===== src/rtl/alu_pkg.sv =====
// Shared types and RV32I decode constants for the ALU issue stage.
package alu_pkg;

    typedef enum logic [3:0] {
        ALU_AND   = 4'b0000,
        ALU_OR    = 4'b0001,
        ALU_ADD   = 4'b0010,
        ALU_SLTI  = 4'b0011,
        ALU_XOR   = 4'b0101,
        ALU_SUB   = 4'b0110,
        ALU_SLT   = 4'b0111,
        ALU_EQUAL = 4'b1000,
        ALU_ADDI  = 4'b1100
    } alu_op_e;

    localparam logic [6:0] OPC_OP     = 7'b0110011;
    localparam logic [6:0] OPC_OP_IMM = 7'b0010011;
    localparam logic [6:0] OPC_LOAD   = 7'b0000011;
    localparam logic [6:0] OPC_STORE  = 7'b0100011;
    localparam logic [6:0] OPC_BRANCH = 7'b1100011;

    localparam logic [6:0] F7_BASE = 7'b0000000;
    localparam logic [6:0] F7_ALT  = 7'b0100000;

    localparam logic [2:0] F3_ADD = 3'b000;
    localparam logic [2:0] F3_SLT = 3'b010;
    localparam logic [2:0] F3_XOR = 3'b100;
    localparam logic [2:0] F3_OR  = 3'b110;
    localparam logic [2:0] F3_AND = 3'b111;

endpackage


===== src/rtl/alu_dec.sv =====
// Combinational RV32I decode: ALU operation, operand-B source, sign-extended
// immediate and illegal flag.
module alu_dec
    import alu_pkg::*;
#(
    parameter int DATA_WIDTH = 32
) (
    input  logic [31:0]           instr_i,
    output alu_op_e               op_o,
    output logic                  use_imm_o,
    output logic [DATA_WIDTH-1:0] imm_o,
    output logic                  illegal_o
);

    logic [6:0]  opcode;
    logic [2:0]  funct3;
    logic [6:0]  funct7;
    logic [11:0] imm12;
    logic        unused_rs1_field;

    assign opcode = instr_i[6:0];
    assign funct3 = instr_i[14:12];
    assign funct7 = instr_i[31:25];
    // rs1 index is resolved by the register file upstream; only its data arrives here
    assign unused_rs1_field = ^instr_i[19:15];

    always_comb begin
        op_o      = ALU_AND;
        use_imm_o = 1'b0;
        imm12     = '0;
        illegal_o = 1'b0;
        case (opcode)
            OPC_OP: begin
                case (funct3)
                    F3_ADD: begin
                        if (funct7 == F7_BASE)     op_o = ALU_ADD;
                        else if (funct7 == F7_ALT) op_o = ALU_SUB;
                        else                       illegal_o = 1'b1;
                    end
                    F3_AND:  op_o = ALU_AND;
                    F3_OR:   op_o = ALU_OR;
                    F3_XOR:  op_o = ALU_XOR;
                    F3_SLT:  op_o = ALU_SLT;
                    default: illegal_o = 1'b1;
                endcase
                if (funct3 != F3_ADD && funct7 != F7_BASE) illegal_o = 1'b1;
            end
            OPC_OP_IMM: begin
                use_imm_o = 1'b1;
                imm12     = instr_i[31:20];
                case (funct3)
                    F3_ADD:  op_o = ALU_ADDI;
                    F3_SLT:  op_o = ALU_SLTI;
                    F3_AND:  op_o = ALU_AND;
                    F3_OR:   op_o = ALU_OR;
                    F3_XOR:  op_o = ALU_XOR;
                    default: illegal_o = 1'b1;
                endcase
            end
            OPC_LOAD: begin
                use_imm_o = 1'b1;
                imm12     = instr_i[31:20];
                op_o      = ALU_ADD;
            end
            OPC_STORE: begin
                use_imm_o = 1'b1;
                imm12     = {instr_i[31:25], instr_i[11:7]};
                op_o      = ALU_ADD;
            end
            OPC_BRANCH: begin
                if (funct3 == F3_ADD) op_o = ALU_EQUAL;
                else                  illegal_o = 1'b1;
            end
            default: illegal_o = 1'b1;
        endcase
        // Illegal entries still flow downstream but as a harmless all-zero AND
        if (illegal_o) begin
            op_o      = ALU_AND;
            use_imm_o = 1'b0;
        end
    end

    assign imm_o = {{(DATA_WIDTH-12){imm12[11]}}, imm12};

endmodule


===== src/rtl/alu_issue.sv =====
// ID/EX issue register: one-entry valid/ready pipeline stage holding ALU
// operands and operation, with flush and a saturating illegal counter.
module alu_issue
    import alu_pkg::*;
#(
    parameter int DATA_WIDTH    = 32,
    parameter int OPCODE_LENGTH = 4,
    parameter int CNT_WIDTH     = 8
) (
    input  logic                     clk,
    input  logic                     rst_n,
    input  logic                     in_valid,
    output logic                     in_ready,
    input  logic [31:0]              instr,
    input  logic [DATA_WIDTH-1:0]    rs1_data,
    input  logic [DATA_WIDTH-1:0]    rs2_data,
    input  logic                     flush,
    output logic                     out_valid,
    input  logic                     out_ready,
    output logic [DATA_WIDTH-1:0]    SrcA,
    output logic [DATA_WIDTH-1:0]    SrcB,
    output logic [OPCODE_LENGTH-1:0] Operation,
    output logic                     out_illegal,
    output logic [CNT_WIDTH-1:0]     illegal_cnt
);

    alu_op_e                  dec_op;
    logic                     dec_use_imm;
    logic [DATA_WIDTH-1:0]    dec_imm;
    logic                     dec_illegal;

    logic                     valid_q, valid_d;
    logic [DATA_WIDTH-1:0]    src_a_q, src_a_d;
    logic [DATA_WIDTH-1:0]    src_b_q, src_b_d;
    logic [OPCODE_LENGTH-1:0] op_q, op_d;
    logic                     illegal_q, illegal_d;
    logic [CNT_WIDTH-1:0]     cnt_q, cnt_d;
    logic                     accept;

    alu_dec #(
        .DATA_WIDTH(DATA_WIDTH)
    ) u_dec (
        .instr_i   (instr),
        .op_o      (dec_op),
        .use_imm_o (dec_use_imm),
        .imm_o     (dec_imm),
        .illegal_o (dec_illegal)
    );

    assign in_ready = !valid_q || out_ready;
    assign accept   = in_valid && in_ready && !flush;

    always_comb begin
        valid_d   = valid_q;
        src_a_d   = src_a_q;
        src_b_d   = src_b_q;
        op_d      = op_q;
        illegal_d = illegal_q;
        cnt_d     = cnt_q;
        // Flush wins over both refill and consume
        if (flush) begin
            valid_d = 1'b0;
        end else if (accept) begin
            valid_d   = 1'b1;
            src_a_d   = dec_illegal ? '0 : rs1_data;
            src_b_d   = dec_illegal ? '0 : (dec_use_imm ? dec_imm : rs2_data);
            op_d      = OPCODE_LENGTH'(dec_op);
            illegal_d = dec_illegal;
            if (dec_illegal && cnt_q != {CNT_WIDTH{1'b1}}) cnt_d = cnt_q + 1'b1;
        end else if (out_ready) begin
            valid_d = 1'b0;
        end
    end

    always_ff @(posedge clk or negedge rst_n) begin
        if (!rst_n) begin
            valid_q   <= 1'b0;
            src_a_q   <= '0;
            src_b_q   <= '0;
            op_q      <= '0;
            illegal_q <= 1'b0;
            cnt_q     <= '0;
        end else begin
            valid_q   <= valid_d;
            src_a_q   <= src_a_d;
            src_b_q   <= src_b_d;
            op_q      <= op_d;
            illegal_q <= illegal_d;
            cnt_q     <= cnt_d;
        end
    end

    assign out_valid   = valid_q;
    assign SrcA        = src_a_q;
    assign SrcB        = src_b_q;
    assign Operation   = op_q;
    assign out_illegal = illegal_q;
    assign illegal_cnt = cnt_q;

endmodule


===== config.mk =====
export PLATFORM = sky130hd
export DESIGN_NAME = alu_issue
export DESIGN_NICKNAME = d
export VERILOG_FILES = /design/src/rtl/alu_pkg.sv /design/src/rtl/alu_dec.sv /design/src/rtl/alu_issue.sv
export SDC_FILE = /design/constraint.sdc
export NUM_CORES = 1
export LEC_CHECK = 0
export ABC_CLOCK_PERIOD_IN_PS = 2620
export BUFFER_PORTS_ARGS = -buffer_cell sky130_fd_sc_hd__clkbuf_2
export CORE_MARGIN = 2
export CORE_UTILIZATION = 46
export DETAILED_ROUTE_END_ITERATION = 10
export PLACE_DENSITY = 0.8
export RECOVER_POWER = 25
export SLEW_MARGIN = 10
export SYNTH_ARGS = -nofsm -noshare
export SYNTH_HDL_FRONTEND = slang
export SYNTH_SLANG_ARGS = --single-unit
export TNS_END_PERCENT = 100

===== constraint.sdc =====
create_clock -name clk -period 2.62 [get_ports clk]
set_input_delay 0.524 -clock clk [delete_from_list [all_inputs] [get_ports clk]]
set_output_delay 0.524 -clock clk [all_outputs]
set_load 0.01 [all_outputs]

==> results.sh, run 1 <==
export IMPL_grt_usage_pct=22.4
export IMPL_synth_top_area_cell="dfrtp_1"
export IMPL_synthDistinctLibCells=30
export IMPL_synth_top_cells_by_area="dfrtp_1 54%, nand2_1 11%, o31ai_1 7.3%"
export IMPL_die_area_um2=8540
export IMPL_routed_wl_um=9440
export IMPL_grt_antenna_before_repair=0
export IMPL_gp_congestion=0.753
export IMPL_syn_avg_cell_area_um2=9.24
export IMPL_clk_pin_slew_worst_paths_ps=90
export IMPL_register_area_um2=1950
export IMPL_core_um2=7650
export IMPL_cts_buffers=9
export IMPL_vias=3401
export IMPL_drt_first_iter_violations=111
export IMPL_initial_utilization_pct=47.0
export IMPL_cts_setup_buffers=0
export IMPL_hp_class="in -> async"
export IMPL_fill_cells=706
export IMPL_htreeDepth=3
export IMPL_grt_met3_usage_pct=6.02
export IMPL_grt_pass1_wl_um=15100
export IMPL_cap_violations=0
export IMPL_rsz0062_at_grt="no"
export IMPL_timing_final_crit_share_pct=77.5
export IMPL_syn_num_nets=491
export IMPL_grt_max_degree=70
export IMPL_synthesis_area_um2=3600
export IMPL_synth_top_area_share_pct=54.3
export IMPL_cp_arrival_ps=2270
export IMPL_ys_seq_area_share_pct=54.3
export IMPL_rows=32
export IMPL_ant_nets=0
export IMPL_fmax_mhz=492
export IMPL_vdd_drop_max_uv=371
export IMPL_cts_tree="built"
export IMPL_fin_nets=660
export IMPL_critical_path_class="in -> reg"
export IMPL_whs_ps=317
export IMPL_cts_max_path_buffers=2
export IMPL_antenna_cells=0
export IMPL_async_reset_ff_share_pct=100
export IMPL_grtUsageMet2_pct=37.3
export IMPL_synthCells=389
export IMPL_synth_top_flop_cell="dfrtp_1"
export IMPL_period_minus_slack_ps=2030
export IMPL_timing_reg2reg_worst_path_depth=7
export IMPL_maxSlewViolCount=0
export IMPL_drc=0
export IMPL_synth_seq_cells=78
export IMPL_grt_use_met1_pct=28.4
export IMPL_synth_common_cells="105 x nand2_1, 78 x dfrtp_1, 35 x o31ai_1"
export IMPL_first_global_vias=3182
export IMPL_cp_end_kind="register"
export IMPL_finClkSkew_ps=9.83
export IMPL_multiInputGateArea_um2=1520
export IMPL_required_ps=2860
export IMPL_setup_viol=0
export IMPL_yosys_warnings=0
export IMPL_synth_edf_count=0
export IMPL_dp_hpwl_um=6850
export IMPL_hold_viol=0
export IMPL_slew_headroom_pct=32.8
export IMPL_clk_latency_ps=360
export IMPL_start_kind="primary input"
export IMPL_ios=180
export IMPL_io_buffers=174
export IMPL_outcome="finished clean"
export IMPL_cts_resized=0
export IMPL_grt_overflow_total=0
export IMPL_p_leak_nw=2.50
export IMPL_busiest_layer="met2"
export IMPL_drt_wirelength_per_cell_um=14.2
export IMPL_routed_via_density=5.11
export IMPL_dr_pass1_iters=4
export IMPL_worst_pin_slew_ps=1010
export IMPL_die_height_um=92.4
export IMPL_power_density_nw_per_um2=548
export IMPL_synthToLayoutAreaGrowth_pct=33.8
export IMPL_fin_setup_tns_ps=0
export IMPL_post_synth_top_count_cell="nand2_1"
export IMPL_clockRootBuffer="clkbuf_8"
export IMPL_path_max_fanout=29
export IMPL_fp_dieW_um=92.4
export IMPL_cts_sinks=78
export IMPL_cts_hold_repair_buffers=0
export IMPL_layout_drive_gt1_share_pct=37.3
cell families after synthesis:
family,Yosys count,share of synthesized area [%]
compound gates,108,18.5
xor+xnor,7,1.70
fa+ha+maj,1,0.348
simple gates,156,19.6
mux,7,1.98
buf+inv,32,3.55
flops,78,54.3
cell type report:
cell class	count	area share [%]
sequential	78	40.6
clock buffer	10	2.86
multi-input combinational	279	31.6
clock inverter	6	1.43
tap	102	2.65
inverter	3	0.234
timing repair buffer	187	20.6
state kept, by name, summed over array words and instances, names as in the netlist:
name,flops
out_valid,1
out_illegal,1
SrcA,32
SrcB,32
Operation,4
illegal_cnt,8
layout by cell type, fill, tap and decap left out, drive strengths merged, types with 2 or more instances in the layout:
cell,Yosys,layout
a21oi,29,29
a22o,5,5
a31oi,3,3
and3,7,7
buf,4,12
clkbuf,25,185
clkinv,0,3
dfrtp,78,78
inv,3,4
mux2i,6,6
nand2,105,105
nand2b,5,5
nand3,8,8
nor2,10,10
nor2b,2,2
nor3,11,11
o21ai,34,34
o31ai,37,37
xnor2,7,7
critical path, stage by stage:
cell	delay [ps]
clkbuf_2	110
nor4_4	350
a31oi_1	130
or4_4	440
buf_4	250
nand2_1	140
mux2_2	340
final timing paths:
kind	startpoint	end	slack, ps
max	instr[27]	illegal_cnt[1]	590
min	rst_n	SrcA[3]	320
max reg2reg	illegal_cnt[0]	illegal_cnt[6]	840
min reg2reg	SrcB[22]	SrcB[22]	480
max in group asynchronous	rst_n	illegal_cnt[5]	830
min in group clk	flush	out_valid	360
per-layer routing:
layer,vias up,routed length (µm)
li1,1687,-
met1,1579,3970
met2,119,4730
met3,16,554
met4,0,180
met5,-,0
per-stage QoR:
stage / total power, mW / cell area, µm² / util (%) / setup WS (ps) / cells
2_1_floorplan: 1.51 / 3600 / - / 360 / 389
3_3_place_gp: 1.71 / 4620 / 60.4 / 235 / 649
3_5_place_dp: 1.72 / 4620 / 60.4 / 221 / 649
4_1_cts: 2.67 / 4830 / 63.1 / 603 / 665
5_1_grt: 2.77 / 4810 / 62.9 / 431 / 665
6_report: 2.64 / 4810 / 62.9 / 589 / 665
power by group:
group | internal, mW | switching, mW | total, mW | leakage (nW)
sequential | 1.26 | 0.0522 | 1.31 | 1.07
clock | 0.471 | 0.473 | 0.944 | 0.103
combinational | 0.174 | 0.207 | 0.382 | 1.32
Note: power is estimated with default switching activity, not from simulation.
==> inputs of run 2 (changes only) <==
ABC_CLOCK_PERIOD_IN_PS = 1800   (was 2620)
CORE_UTILIZATION = 41   (was 46)
PLACE_DENSITY = 0.76   (was 0.8)
clock period = 1.8 ns   (was 2.62 ns; I/O delays follow)
==> run 2 against run 1 <==
  * The run now ends with setup timing left
  * Clock skew shrank 0.93 ps
  * Non-clock buffer count rose by 24
  * Worst hold slack got worse by 110 ps
  * Critical path depth decreased by 1
  * Largest power group unchanged
  * Register-to-register slack got worse by 720 ps
==> results.sh, run 2 (synthesis gave the netlist of run 1 again) <==
export IMPL_finClkSkew_ps=8.90
export IMPL_grt_overflow_total=0
export IMPL_dp_hpwl_um=7400
export IMPL_p_leak_nw=2.64
export IMPL_initial_utilization_pct=41.8
export IMPL_period_minus_slack_ps=1860
export IMPL_die_height_um=97.7
export IMPL_hold_viol=0
export IMPL_r2r_end="illegal_cnt[0]"
export IMPL_finalPower_mw=3.86
export IMPL_fp_dieW_um=97.7
export IMPL_grt_max_degree=47
export IMPL_clk_latency_ps=340
export IMPL_cts_buffers=9
export IMPL_instances_no_fill=694
export IMPL_setup_viol=3
export IMPL_timing_final_crit_share_pct=103
export IMPL_clk_pin_slew_worst_paths_ps=80
export IMPL_grt_antenna_before_repair=0
export IMPL_fmax_mhz=538
export IMPL_htreeDepth=3
export IMPL_antenna_cells=0
export IMPL_gp_congestion=0.813
export IMPL_layout_drive_gt1_share_pct=40.6
export IMPL_final_cell_mix="171 x clkbuf_2, 105 x nand2_1, 78 x dfrtp_1"
export IMPL_routed_via_density=5.14
export IMPL_grt_pass1_wl_um=16300
export IMPL_synthToLayoutAreaGrowth_pct=42.1
export IMPL_rsz0062_at_grt="yes"
export IMPL_timing_reg2reg_worst_path_depth=7
export IMPL_vias=3565
export IMPL_hp_start="flush"
export IMPL_routed_wl_um=9970
export IMPL_design_area_um2=5110
export IMPL_critical_path_class="in -> reg"
export IMPL_start_kind="primary input"
export IMPL_dr_pass1_iters=4
export IMPL_worst_pin_slew_ps=799
export IMPL_ios=180
export IMPL_required_ps=2060
export IMPL_min_to="out_valid"
export IMPL_final_common_cell="clkbuf_2"
export IMPL_drt_wirelength_per_cell_um=14.4
export IMPL_fin_ws_ps=-57.9
export IMPL_worstReg2RegStart="illegal_cnt[0]"
export IMPL_core_um2=8590
export IMPL_cts_tree="built"
export IMPL_rows=34
export IMPL_power_density_nw_per_um2=756
export IMPL_clockRootBuffer="clkbuf_8"
export IMPL_hp_class="in -> reg"
export IMPL_path_max_fanout=3
export IMPL_cp_arrival_ps=2120
export IMPL_placedCellCount=675
export IMPL_ant_nets=0
export IMPL_outcome="finished with violations"
export IMPL_die_area_um2=9540
export IMPL_fin_nets=684
export IMPL_violations="setup timing"
export IMPL_drc=0
export IMPL_cap_violations=0
export IMPL_cts_sinks=78
export IMPL_io_buffers=174
export IMPL_grt_usage_pct=21.1
export IMPL_whs_path_depth=2
export IMPL_vdd_drop_max_uv=564
export IMPL_cp_end_kind="register"
export IMPL_first_global_vias=3371
export IMPL_slew_headroom_pct=46.7
export IMPL_drt_first_iter_violations=123
export IMPL_place_area_um2=4830
export IMPL_cts_max_path_buffers=2
export IMPL_r2r_slack_ps=120
export IMPL_maxSlewViolCount=0
## run 2: power breakdown
group	internal, mW	total, mW	switching [mW]
clock network	0.667	1.28	0.617
registers	1.83	1.90	0.0649
logic	0.334	0.681	0.347
## run 2: critical path, stage by stage
cell and delay, ps:
buf_8 100, nor4_4 290, a31oi_1 140, or4_4 450, or4b_4 560, o31ai_4 210
## run 2: cell type report
cell class,instances,area [µm²]
well taps,108,135
clock buffers,11,141
fillers,768,3480
multi-input cells,279,1580
clock inverters,4,47.5
inverters,3,11.3
repair buffers,211,1250
flip-flops and latches,78,1950
## run 2: per-stage QoR
step	setup TNS (ps)	hold WS (ps)	setup WS, ps	util (%)
after floorplan	-1160	64.4	-289	-
after global placement	-10440	321	-332	56.2
after detailed placement	-15020	331	-391	56.2
after CTS	-10.0	180	-10.0	58.7
after global routing	-362	203	-92.7	59.5
final	-98.5	202	-57.9	59.5
## run 2: routing by layer
layer  part of all wire (%)  track usage, %  up-vias
met1                     42            27.8     1678
met4                    1.9            8.23        0
met3                    6.7            4.53       16
li1                       -               -     1740
met2                     49            34.0      131
met5                      0               0        -
## run 2: worst max path at each step
| stage | from | to | cells past startpoint |
|---|---|---|---|
| finish | instr[31] | Operation[0] | 6 |
| global route | instr[31] | Operation[0] | 6 |
| CTS | instr[27] | Operation[2] | 6 |
| detailed placement | instr[27] | Operation[2] | 6 |
| global placement | instr[27] | Operation[0] | 6 |
| floorplan | instr[27] | Operation[0] | 6 |
## run 2: what timing repair did
item | CTS | global route
resized for setup | 1 | 15
hold endpoints to repair | 32 | 0
pin swaps | 0 | 5
endpoints found under the setup margin | 2 | 14
hold buffers | 1 | 0
buffers inserted | 1 | 2
